[src/rtl/bus_hold_arbiter.sv]
// bus_hold_arbiter
//   Shares the system bus between the CPU, which owns it by default, and
//   NUM_REQ secondary masters. It uses the 8088 HOLD/HLDA handshake:
//   HOLD is raised, the arbiter waits for HLDA, grants one requester
//   round-robin, then hands the bus back. After every grant the CPU keeps
//   the bus for MIN_CPU_CYCLES CPU clocks before the next HOLD.
// Ports:
//   clock             system clock
//   reset             synchronous, active-high reset
//   cpu_clock_posedge one-clock strobe at each CPU clock rising edge
//   req               level request per master; held while using the bus
//   HLDA              CPU hold acknowledge, already synchronized to clock
//   HOLD              registered hold request to the CPU
//   grant             registered one-hot bus grant
//   bus_owned         high while any grant bit is set
//   grant_overrun     one-clock pulse when a grant reaches MAX_GRANT_CYCLES
module bus_hold_arbiter #(
  parameter int unsigned NUM_REQ          = 2,
  parameter int unsigned MIN_CPU_CYCLES   = 4,
  parameter int unsigned MAX_GRANT_CYCLES = 64
) (
  input  logic               clock,
  input  logic               reset,
  input  logic               cpu_clock_posedge,
  input  logic [NUM_REQ-1:0] req,
  input  logic               HLDA,
  output logic               HOLD,
  output logic [NUM_REQ-1:0] grant,
  output logic               bus_owned,
  output logic               grant_overrun
);

  localparam int unsigned IW = (NUM_REQ > 1) ? $clog2(NUM_REQ) : 1;
  localparam int unsigned GW = (MAX_GRANT_CYCLES > 0) ? $clog2(MAX_GRANT_CYCLES + 1) : 1;
  localparam int unsigned CW = (MIN_CPU_CYCLES > 0) ? $clog2(MIN_CPU_CYCLES + 1) : 1;

  localparam logic [GW-1:0] GRANT_MAX  = GW'(MAX_GRANT_CYCLES);
  localparam logic [GW-1:0] GRANT_LAST = GW'(MAX_GRANT_CYCLES - 1);
  localparam logic [CW-1:0] COOL_LAST  = CW'(MIN_CPU_CYCLES - 1);
  localparam logic [IW-1:0] LAST_INIT  = IW'(NUM_REQ - 1);

  typedef enum logic [2:0] {
    S_IDLE,
    S_HOLD_WAIT,
    S_GRANTED,
    S_RELEASE,
    S_COOLDOWN
  } state_t;

  state_t               state, state_n;
  logic                 hold_n;
  logic [NUM_REQ-1:0]   grant_n;
  logic                 overrun_n;
  logic [IW-1:0]        last_grant, last_grant_n;
  logic [GW-1:0]        grant_cnt, grant_cnt_n;
  logic [CW-1:0]        cool_cnt, cool_cnt_n;
  logic [IW-1:0]        winner;
  logic [IW-1:0]        cand;
  logic                 found;

  assign bus_owned = |grant;

  always_ff @(posedge clock) begin
    if (reset) begin
      state         <= S_IDLE;
      HOLD          <= 1'b0;
      grant         <= '0;
      grant_overrun <= 1'b0;
      last_grant    <= LAST_INIT;
      grant_cnt     <= '0;
      cool_cnt      <= '0;
    end else begin
      state         <= state_n;
      HOLD          <= hold_n;
      grant         <= grant_n;
      grant_overrun <= overrun_n;
      last_grant    <= last_grant_n;
      grant_cnt     <= grant_cnt_n;
      cool_cnt      <= cool_cnt_n;
    end
  end

  // Round-robin search starting just above the previous winner, wrapping.
  always_comb begin
    winner = last_grant;
    found  = 1'b0;
    cand   = '0;
    for (int unsigned k = 1; k <= NUM_REQ; k++) begin
      cand = IW'((32'(last_grant) + k) % NUM_REQ);
      if (!found && req[cand]) begin
        found  = 1'b1;
        winner = cand;
      end
    end
  end

  always_comb begin
    state_n      = state;
    hold_n       = HOLD;
    grant_n      = grant;
    overrun_n    = 1'b0;
    last_grant_n = last_grant;
    grant_cnt_n  = grant_cnt;
    cool_cnt_n   = cool_cnt;

    case (state)
      S_IDLE: begin
        // HLDA is deliberately ignored here: HOLD must always go out first.
        if (|req) begin
          state_n = S_HOLD_WAIT;
          hold_n  = 1'b1;
        end
      end

      S_HOLD_WAIT: begin
        hold_n = 1'b1;
        if (HLDA) begin
          if (|req) begin
            state_n          = S_GRANTED;
            grant_n          = '0;
            grant_n[winner]  = 1'b1;
            last_grant_n     = winner;
            grant_cnt_n      = '0;
          end else begin
            state_n = S_RELEASE;
            hold_n  = 1'b0;
          end
        end
      end

      S_GRANTED: begin
        if (cpu_clock_posedge && (grant_cnt != GRANT_MAX))
          grant_cnt_n = grant_cnt + 1'b1;
        if (!HLDA) begin
          // CPU took the bus back: abort wins over any overrun report.
          state_n = S_RELEASE;
          hold_n  = 1'b0;
          grant_n = '0;
        end else begin
          // Overrun fires only on the strobe that reaches the limit, so the
          // saturated counter cannot retrigger it.
          overrun_n = cpu_clock_posedge && (grant_cnt == GRANT_LAST);
          if (!req[last_grant]) begin
            state_n = S_RELEASE;
            hold_n  = 1'b0;
            grant_n = '0;
          end
        end
      end

      S_RELEASE: begin
        hold_n = 1'b0;
        if (!HLDA) begin
          if (MIN_CPU_CYCLES == 0) begin
            state_n = S_IDLE;
          end else begin
            state_n    = S_COOLDOWN;
            cool_cnt_n = '0;
          end
        end
      end

      S_COOLDOWN: begin
        hold_n = 1'b0;
        if (cpu_clock_posedge) begin
          if (cool_cnt == COOL_LAST)
            state_n = S_IDLE;
          else
            cool_cnt_n = cool_cnt + 1'b1;
        end
      end

      default: begin
        state_n = S_IDLE;
        hold_n  = 1'b0;
        grant_n = '0;
      end
    endcase
  end

endmodule

[config.mk]
export PLATFORM = sky130hd
export DESIGN_NAME = bus_hold_arbiter
export DESIGN_NICKNAME = d
export VERILOG_FILES = /design/src/rtl/bus_hold_arbiter.sv
export SDC_FILE = /design/constraint.sdc
export NUM_CORES = 1
export LEC_CHECK = 0
export BUFFER_PORTS_ARGS = -buffer_cell sky130_fd_sc_hd__buf_2
export CORE_MARGIN = 3
export CORE_UTILIZATION = 45
export CTS_CLUSTER_SIZE = 14
export DETAILED_ROUTE_END_ITERATION = 10
export HOLD_SLACK_MARGIN = 0.15
export PLACE_DENSITY_LB_ADDON = 0.05
export SYNTH_ARGS = -nofsm -noshare
export SYNTH_HDL_FRONTEND = slang
export SYNTH_SLANG_ARGS = --single-unit
[constraint.sdc]
create_clock -name clock -period 2.2 [get_ports clock]
set_input_delay 0.22 -clock clock [delete_from_list [all_inputs] [get_ports clock]]
set_output_delay 0.22 -clock clock [all_outputs]
set_load 0.01 [all_outputs]
==> results of run 1 <==
## per-layer routing
layer,track usage [%],vias up
li1,-,455
met1,19.24,405
met2,26.45,11
met3,2.564,0
met4,5.106,0
met5,0,-
## critical path: cells and delay by family, from the launching register on
kind,cells,cell delay (ps)
AOI/OAI and AO/OA,2,350
DFF,1,570
and+or+nand+nor,2,840
## final cells by class
type	instances	area (um2)
tap	27	33.78
clock buffer	3	22.52
timing repair buffer	12	65.06
multi-input combinational	86	563.0
fill	207	943.4
sequential	18	360.3
inverter	9	33.78
## stage by stage
stage	hold WS (ps)	setup WS [ps]	area (um2)
4_1_cts	270.8	379.9	1079
3_5_place_dp	453.8	409.7	1056
3_3_place_gp	449.8	426.0	1056
2_1_floorplan	368.3	524.7	980.9
6_report	279.0	378.5	1079
5_1_grt	292.6	254.7	1079
## placed cells by master (no fill, tap or decap), types with 2 or more instances in the layout
master / synthesis / final
dfxtp_1: 18 / 18
nor4bb_1: 2 / 2
mux2i_1: 2 / 2
buf_4: 0 / 2
a21oi_1: 9 / 9
nand3_1: 4 / 4
nor2_1: 7 / 7
nand2b_1: 4 / 4
a32oi_1: 2 / 2
buf_2: 4 / 10
clkbuf_4: 0 / 3
a31oi_1: 5 / 5
or3_1: 3 / 3
a211oi_1: 2 / 2
o21ai_0: 4 / 4
nand3b_1: 2 / 2
and3_1: 2 / 2
nor3_1: 3 / 3
inv_1: 9 / 9
nor2b_1: 2 / 2
nand2_1: 11 / 11
o211ai_1: 3 / 3
ha_1: 4 / 4
## power by group through the flow
| stage | logic, mW | clock network, mW | registers, mW |
|---|---|---|---|
| global route | 0.0937 | 0.175 | 0.354 |
| CTS | 0.0837 | 0.170 | 0.352 |
| global placement | 0.0835 | 0 | 0.359 |
| floorplan | 0.0647 | 0 | 0.351 |
| detailed placement | 0.0835 | 0 | 0.359 |
| finish | 0.0827 | 0.154 | 0.352 |
## registers in the layout, summed over array words and instances, names as in the netlist
register,cells
grant_overrun,1
grant,2
HOLD,1
last_grant,1
cool_cnt,3
state,3
grant_cnt,7
## worst max path at each step
stage	from	to	slack [ps]	cells past startpoint
final	state[2]$_SDFFE_PP0P_	cool_cnt[2]$_SDFFE_PP0P_	380	4
after global routing	state[2]$_SDFFE_PP0P_	cool_cnt[2]$_SDFFE_PP0P_	250	4
after CTS	grant_cnt[3]$_SDFFE_PP0P_	grant_cnt[5]$_SDFFE_PP0P_	380	4
after detailed placement	grant_cnt[3]$_SDFFE_PP0P_	grant_cnt[5]$_SDFFE_PP0P_	410	4
after global placement	grant_cnt[3]$_SDFFE_PP0P_	grant_cnt[6]$_SDFFE_PP0P_	430	4
after floorplan	grant_cnt[2]$_SDFFE_PP0P_	grant_cnt[6]$_SDFFE_PP0P_	520	5
## cell families after synthesis
group                      Yosys count
AOI/OAI and AO/OA                   32
adders and majority gates            4
buffers and inverters               14
DFF                                 18
muxes                                2
and+or+nand+nor                     48
==> reports/metrics.yaml, run 1 <==
num_rows: 16
skew_ps: 2.965
synth_nets: 128
finalWirelength_mm: 1.811
drt_iter0_markers: 17
fmax_mhz: 549.0
wl_met2_um: 876
stdcell_count: 155
synthXorXnorAreaFrac_pct: 0
cts_buffers: 3
synth_top_cell_area_share_pct: 36.73
antenna_found_initial: 0
slew_violations: 0
ys_top_cells_by_area: "dfxtp_1, ha_1, a21oi_1"
area_growth_pct: 9.949
dp_hpwl_mm: 1.387
setup-violations-final: 0
synth_top_family_by_area: "simple AND/OR/NAND/NOR gates"
synth.cell_area_um2: 980.9
r2r_start: "state[2]$_SDFFE_PP0P_"
synth-simple-area-share_pct: 28.70
placed_cells: 152
clkSinkCount: 18
power.density_mw_per_mm2: 546.0
first_pass_iters: 4
hold_viol_final: 0
reg2reg_slack_ps: 380
initial_core_util_pct: 48.51
ys.warnings.count: 0
r2r-end: "cool_cnt[2]$_SDFFE_PP0P_"
via_per_inst: 5.619
fin_util_pct: 53.34
synthMostInstantiatedCell: "dfxtp_1"
ir_worst_vdd_mv: 0.2944
tightest_slew_ps: 397.6
cp-start-kind: "register"
p_sw_share_pct: 25.84
grt_pass1_wl_mm: 3.236
dieWidth_um: 52.69
port_buffers: 10
cts_hold_buf: 0
synth_flop_cell: "dfxtp_1"
synthAdderAreaFrac_pct: 5.102
top_layer: "met3"
max-cap-violations: 0
worstPathCellList: "nor3b_2, a31oi_1, or3b_2, a21oi_1"
drive_above_1_share_pct: 15.63
die-height_um: 52.69
hold_end: "grant_cnt[1]$_SDFFE_PP0P_"
pwr-share-comb_pct: 14.1
clk_latency_ps: 280
r2r_cells: 4
root_buffer: "clkbuf_4"
min_period_ps: 1822
cts_setup_buffers: 0
wl_met3_um: 44
pwr-share-seq_pct: 59.8
core_mm2: 0.002022
nets: 140
yosys-top-cells-count: "dfxtp_1, nand2_1, a21oi_1, inv_1, nor2_1"
power.total_mw: 0.5889
grt_pass1_vias: 777
yosys.area.top_type: "dfxtp_1"
power.share.clock_pct: 26.2
hold_start: "reset"
status: "completed"
drc: 0
hold_class: "primary input to register"
synthMuxAreaShare_pct: 2.041
finalCritPeriodShare_pct: 82.80
path_class: "register to register"
clk_pin_slew_worst_paths_ps: 100
synthArstFlopShare_pct: 0
ant_nets: 0
drt-met1-wl_um: 890
crit_path_max_incr_delay_ps: 570
ys_ff_latch: 18
relSlewSlack_pct: 73.45
h-tree-depth: 1
gp_congestion: 0.7583
avgSynthCellArea_um2: 8.313
grt_max_degree: 15
num_antenna_cells: 0
cts_resized: 0
tritoncts: "built"
end_kind: "register"
cp_data_required_time_ps: 2410
synth_compound_area_share_pct: 21.56
power_switching_mw: 0.1522
critPathMaxFanout: 11
ios: 11
grt_use_total_pct: 15.41
dieArea_mm2: 0.002776
grt_overflow: 0
clock_path_buffers: 2
yosysSeqAreaShare_pct: 36.73
worstHoldPathCells: 2
ys_types: 37
syn_inst: 118
p_int_mw: 0.4367
vias: 871
tns_ps: 0
p_leak_nw: 0.4425
arrival_ps: 2040
synth_edf_count: 0
rsz0062_at_grt: "false"
routedWlPerCell_um: 11.68
crit_slowest_cell: "dfxtp_1"
No activity file was read; power rests on OpenSTA's default activity.
==> run 2, diff against run 1 <==
clock period = 1.65 ns   (was 2.2 ns; I/O delays follow)
==> run 2 against run 1 <==
Effect of this change: the run now ends with negative setup slack left; sequential power up 31%; clock power up 82%; design area increased by 11%; highest routed layer is now met4; power grew 49%; count of clock-buffer cells in the layout rose by 1; critical path depth grew 1; cell count is 7.1% higher; worst setup slack got worse by 430 ps; global-route usage increased by 1.7 points; non-clock buffer count rose by 10; routed wire length grew 14%.
==> reports/metrics.yaml, run 2 (synthesis gave the netlist of run 1 again) <==
routedWlPerCell_um: 12.48
h-tree-depth: 1
r2r_cells: 5
worstHoldPathCells: 2
min_period_ps: 1698
finalCritPeriodShare_pct: 102.9
drt_iter0_markers: 18
finalWirelength_mm: 2.071
largestRegisters: "grant_cnt x7, cool_cnt x3, state x3"
rsz0062_at_grt: "true"
initial_core_util_pct: 48.51
ios: 11
clk_latency_ps: 300
dp_hpwl_mm: 1.540
stdcell_count: 166
cp-start-kind: "register"
hold_class: "primary input to register"
ant_nets: 0
nets: 150
cts_setup_buffers: 0
skew_ps: 8.104
tritoncts: "built"
grt_pass1_wl_mm: 3.532
arrival_ps: 1940
path_class: "register to register"
gp_congestion: 0.8277
via_per_inst: 5.476
drc: 0
crit_cells: 5
grt_pass1_vias: 808
first_pass_iters: 4
power.density_mw_per_mm2: 732.3
end_kind: "register"
critPathMaxFanout: 2
root_buffer: "clkbuf_4"
grt_use_total_pct: 17.15
status: "complete, but fails checks"
cp_num_buf_inv: 1
antenna_found_initial: 0
ir_worst_vdd_mv: 0.4245
violations: "negative setup slack"
clk_pin_slew_worst_paths_ps: 120
worstPathCellList: "or4_4, o21a_1, buf_6, or3_4, a21oi_2"
crit_family: "simple AND/OR/NAND/NOR gates"
slew_violations: 0
worst_slack_ps: -47.88
area_growth_pct: 22.45
power.total_mw: 0.8796
die-height_um: 52.69
cts_buffers: 3
grt_max_degree: 15
vias: 909
regMostFlops: "grant_cnt"
num_rows: 16
placed_cells: 162
final_cell_mix: "dfxtp_1, nand2_1, buf_4"
core_mm2: 0.002022
p_leak_nw: 0.5071
hold_viol_final: 0
grt_overflow: 0
clock_path_buffers: 2
cp_data_required_time_ps: 1890
dieArea_mm2: 0.002776
max-cap-violations: 0
num_antenna_cells: 0
port_buffers: 10
largest_reg_flops: 7
crit_path_max_incr_delay_ps: 530
clkSinkCount: 18
fmax_mhz: 589.0
setup-violations-final: 6
drive_above_1_share_pct: 28.06
dieWidth_um: 52.69
final_common_cell: "dfxtp_1"
crit_slowest_cell: "or4_4"
relSlewSlack_pct: 80.40
tightest_slew_ps: 293.2
[run 2: cell types whose count changed in the layout (fill, tap and decap cells not counted), moves of 2 or more]
| cell | before | now |
|---|---|---|
| dfxtp_1 | 18 | 16 |
| or3_1 | 3 | 1 |
| buf_4 | 2 | 11 |
| or3_4 | 0 | 2 |
| dfxtp_2 | 0 | 2 |
[run 2: repair_timing]
action / CTS / global route
resized for setup: 2 / 7
pin swaps: 2 / 5
hold buffers: 0 / 0
setup endpoints to repair: 7 / 8
[run 2: layer usage]
layer | up-vias | GRT usage, % | part of all wire (%) | wire [um]
li1 | 474 | - | - | -
met1 | 415 | 22.11 | 48 | 985
met2 | 16 | 28.51 | 48 | 994
met3 | 4 | 2.564 | 3.1 | 64
met4 | 0 | 6.383 | 1.3 | 27
met5 | - | 0 | 0 | 0
[run 2: worst paths after layout]
check	from	slack, ps	end
worst min register to register	cool_cnt[2]$_SDFFE_PP0P_	450	cool_cnt[2]$_SDFFE_PP0P_
worst min-delay path	reset	210	grant_cnt[1]$_SDFFE_PP0P_
worst max-delay path	grant_cnt[5]$_SDFFE_PP0P_	-50	grant_cnt[1]$_SDFFE_PP0P_
worst max register to register	grant_cnt[5]$_SDFFE_PP0P_	-50	grant_cnt[1]$_SDFFE_PP0P_
[run 2: per-stage QoR]
step           cell area (um2)  worst slack, ps  setup TNS [ps]  utilization (%)  hold WS (ps)
6_report                  1201           -47.88          -202.7            59.41         208.2
5_1_grt                   1201           -96.84          -483.6            59.41         213.6
4_1_cts                   1176           -42.67          -102.0            58.17         195.7
3_5_place_dp              1131           -87.99          -431.6            55.94         445.3
3_3_place_gp              1131           -48.21          -197.9            55.94         443.8
2_1_floorplan            980.9           -25.33          -108.2                -         313.3
[run 2: power by group]
| group | switching, mW | total, mW | internal, mW | leakage [nW] |
|---|---|---|---|---|
| registers | 0.0128 | 0.462 | 0.449 | 0.147 |
| clock network | 0.146 | 0.280 | 0.134 | 0.0210 |
| logic | 0.0756 | 0.138 | 0.0624 | 0.339 |
[run 2: area by class of cell]
cell class              instances  area, um2
clock buffers                   4      36.28
fillers                       185      820.8
inverters                       9      33.78
multi-input cells              86      590.6
flip-flops and latches         18      362.8
well taps                      27      33.78
repair buffers                 22      143.9
==> run 3, diff against run 2 <==
CTS_BUF_LIST = sky130_fd_sc_hd__clkbuf_2   (was default)
SETUP_SLACK_MARGIN = 0.5   (was default)
==> run 3 against run 2 <==
Effect of this change: critical path type unchanged; combinational power grew 36%; the flow still finishes with violations (negative setup slack); register-to-register slack lost 30 ps; power shrank 2.9%; non-clock buffer count grew 9; design area grew 17%; die area is the same; first-iteration DRC count is the same; sequential share of layout area shrank 3.4 points; hold slack gained 14 ps; cell count grew 5.4%; clock skew shrank 1.5 ps.
==> reports/metrics.yaml, run 3 (synthesis gave the netlist of run 1 again) <==
status: "complete, but fails checks"
violations: "negative setup slack"
cts_hold_buf: 0
p_int_mw: 0.6009
core_mm2: 0.002022
finalWirelength_mm: 2.554
rsz0062_at_grt: "true"
cp_num_buf_inv: 0
path_class: "register to register"
p_leak_nw: 0.5528
grt_overflow: 0
placed_cells: 162
num_rows: 16
worst_slack_ps: -78.66
gp_congestion: 0.7373
port_buffers: 10
power_switching_mw: 0.2529
largest_reg_flops: 7
ant_nets: 0
dieWidth_um: 52.69
p_sw_share_pct: 29.62
stdcell_area_mm2: 0.001401
tns_ps: -300.0
clk_latency_ps: 300
vias: 987
ir_worst_vdd_mv: 0.4367
grt_use_total_pct: 21.84
dpl-instance-area_mm2: 0.001180
clkSinkCount: 18
cp_data_required_time_ps: 1890
crit_slowest_cell: "or4_4"
worstHoldPathCells: 3
crit_path_max_incr_delay_ps: 530
grt_pass1_wl_mm: 4.353
pwr-share-comb_pct: 21.8
die-height_um: 52.69
num_antenna_cells: 0
fillCellCount: 175
final_common_cell: "buf_4"
drive_above_1_share_pct: 45.27
routedWlPerCell_um: 14.59
dp_hpwl_mm: 1.669
relSlewSlack_pct: 80.32
finalCritPeriodShare_pct: 104.8
clk_pin_slew_worst_paths_ps: 180
pwr-share-seq_pct: 55.2
stdcell_count: 175
h-tree-depth: 1
first_pass_iters: 4
drt_iter0_markers: 18
initial_core_util_pct: 48.51
cts_buffers: 3
tritoncts: "built"
clock_path_buffers: 2
power.share.clock_pct: 22.9
skew_ps: 6.599
min_period_ps: 1729
critPathMaxFanout: 6
setup-violations-final: 7
largestRegisters: "grant_cnt x7, cool_cnt x3, state x3"
fmax_mhz: 578.5
power.density_mw_per_mm2: 609.2
tightest_slew_ps: 294.8
dieArea_mm2: 0.002776
drc: 0
max-cap-violations: 0
dp_slack_ps: -134.6
r2r_cells: 4
final_cell_mix: "buf_4, nand2_1, dfxtp_2"
cp-start-kind: "register"
grt_pass1_vias: 968
ios: 11
antenna_found_initial: 0
hold_class: "primary input to register"
nets: 159
regMostFlops: "grant_cnt"
worstPathCellList: "or4_4, o21a_1, or3_4, o211ai_1"
via_per_inst: 5.640
root_buffer: "clkbuf_2"
crit_family: "simple AND/OR/NAND/NOR gates"
fin_hold_ws_ps: 221.7
hold_viol_final: 0
arrival_ps: 1970
end_kind: "register"
crit_cells: 4
slew_violations: 0
area_growth_pct: 42.86
grt_max_degree: 14
[run 3: final cells by class]
cell class	instances	area, um2	share of cell area [%]
Clock inverter	1	3.754	0.2679
Multi-Input combinational cell	86	700.7	50.00
Tap cell	27	33.78	2.411
Sequential cell	18	375.4	26.79
Inverter	9	33.78	2.411
Clock buffer	3	15.01	1.071
Timing Repair Buffer	31	239.0	17.05
[run 3: tightest hold or removal path, cell delays in order]
cell and delay [ps]:
buf_2 150, inv_1 130, nor2_1 50
[run 3: timing repair]
| action | 4_1_cts | 5_1_grt |
|---|---|---|
| gates cloned | 0 | 0 |
| gates resized for setup | 32 | 3 |
| setup buffers | 8 | 1 |
| endpoints found under the setup margin | 17 | 20 |
| pin swaps | 13 | 2 |
[run 3: routing by layer]
metal / GRT usage (%) / vias to the layer above / share of wire (%)
met5: 0 / - / 0
li1: - / 491 / -
met3: 5.413 / 4 / 2.5
met1: 23.88 / 476 / 43
met4: 9.787 / 0 / 1.5
met2: 39.05 / 16 / 53
[run 3: power groups by stage]
stage          logic (mW)  registers (mW)  clock network (mW)
6_report            0.187           0.471               0.196
5_1_grt             0.204           0.475               0.228
4_1_cts             0.180           0.471               0.203
3_3_place_gp        0.136           0.479                   0
2_1_floorplan       0.102           0.470                   0
3_5_place_dp        0.137           0.480                   0
[run 3: worst paths after layout]
check,slack (ps),startpoint,endpoint
worst max-delay path,-80,grant_cnt[2]$_SDFFE_PP0P_,grant_cnt[6]$_SDFFE_PP0P_
worst min-delay path,220,HLDA,grant_overrun$_SDFF_PP0_
worst max register to register,-80,grant_cnt[2]$_SDFFE_PP0P_,grant_cnt[6]$_SDFFE_PP0P_
worst min register to register,490,cool_cnt[1]$_SDFFE_PP0P_,cool_cnt[1]$_SDFFE_PP0P_
[run 3: through the flow]
stage          power (mW)  util (%)
2_1_floorplan      0.5725         -
3_3_place_gp       0.6153     58.35
3_5_place_dp       0.6178     58.35
4_1_cts            0.8544     68.07
5_1_grt            0.9067     69.31
6_report           0.8538     69.31
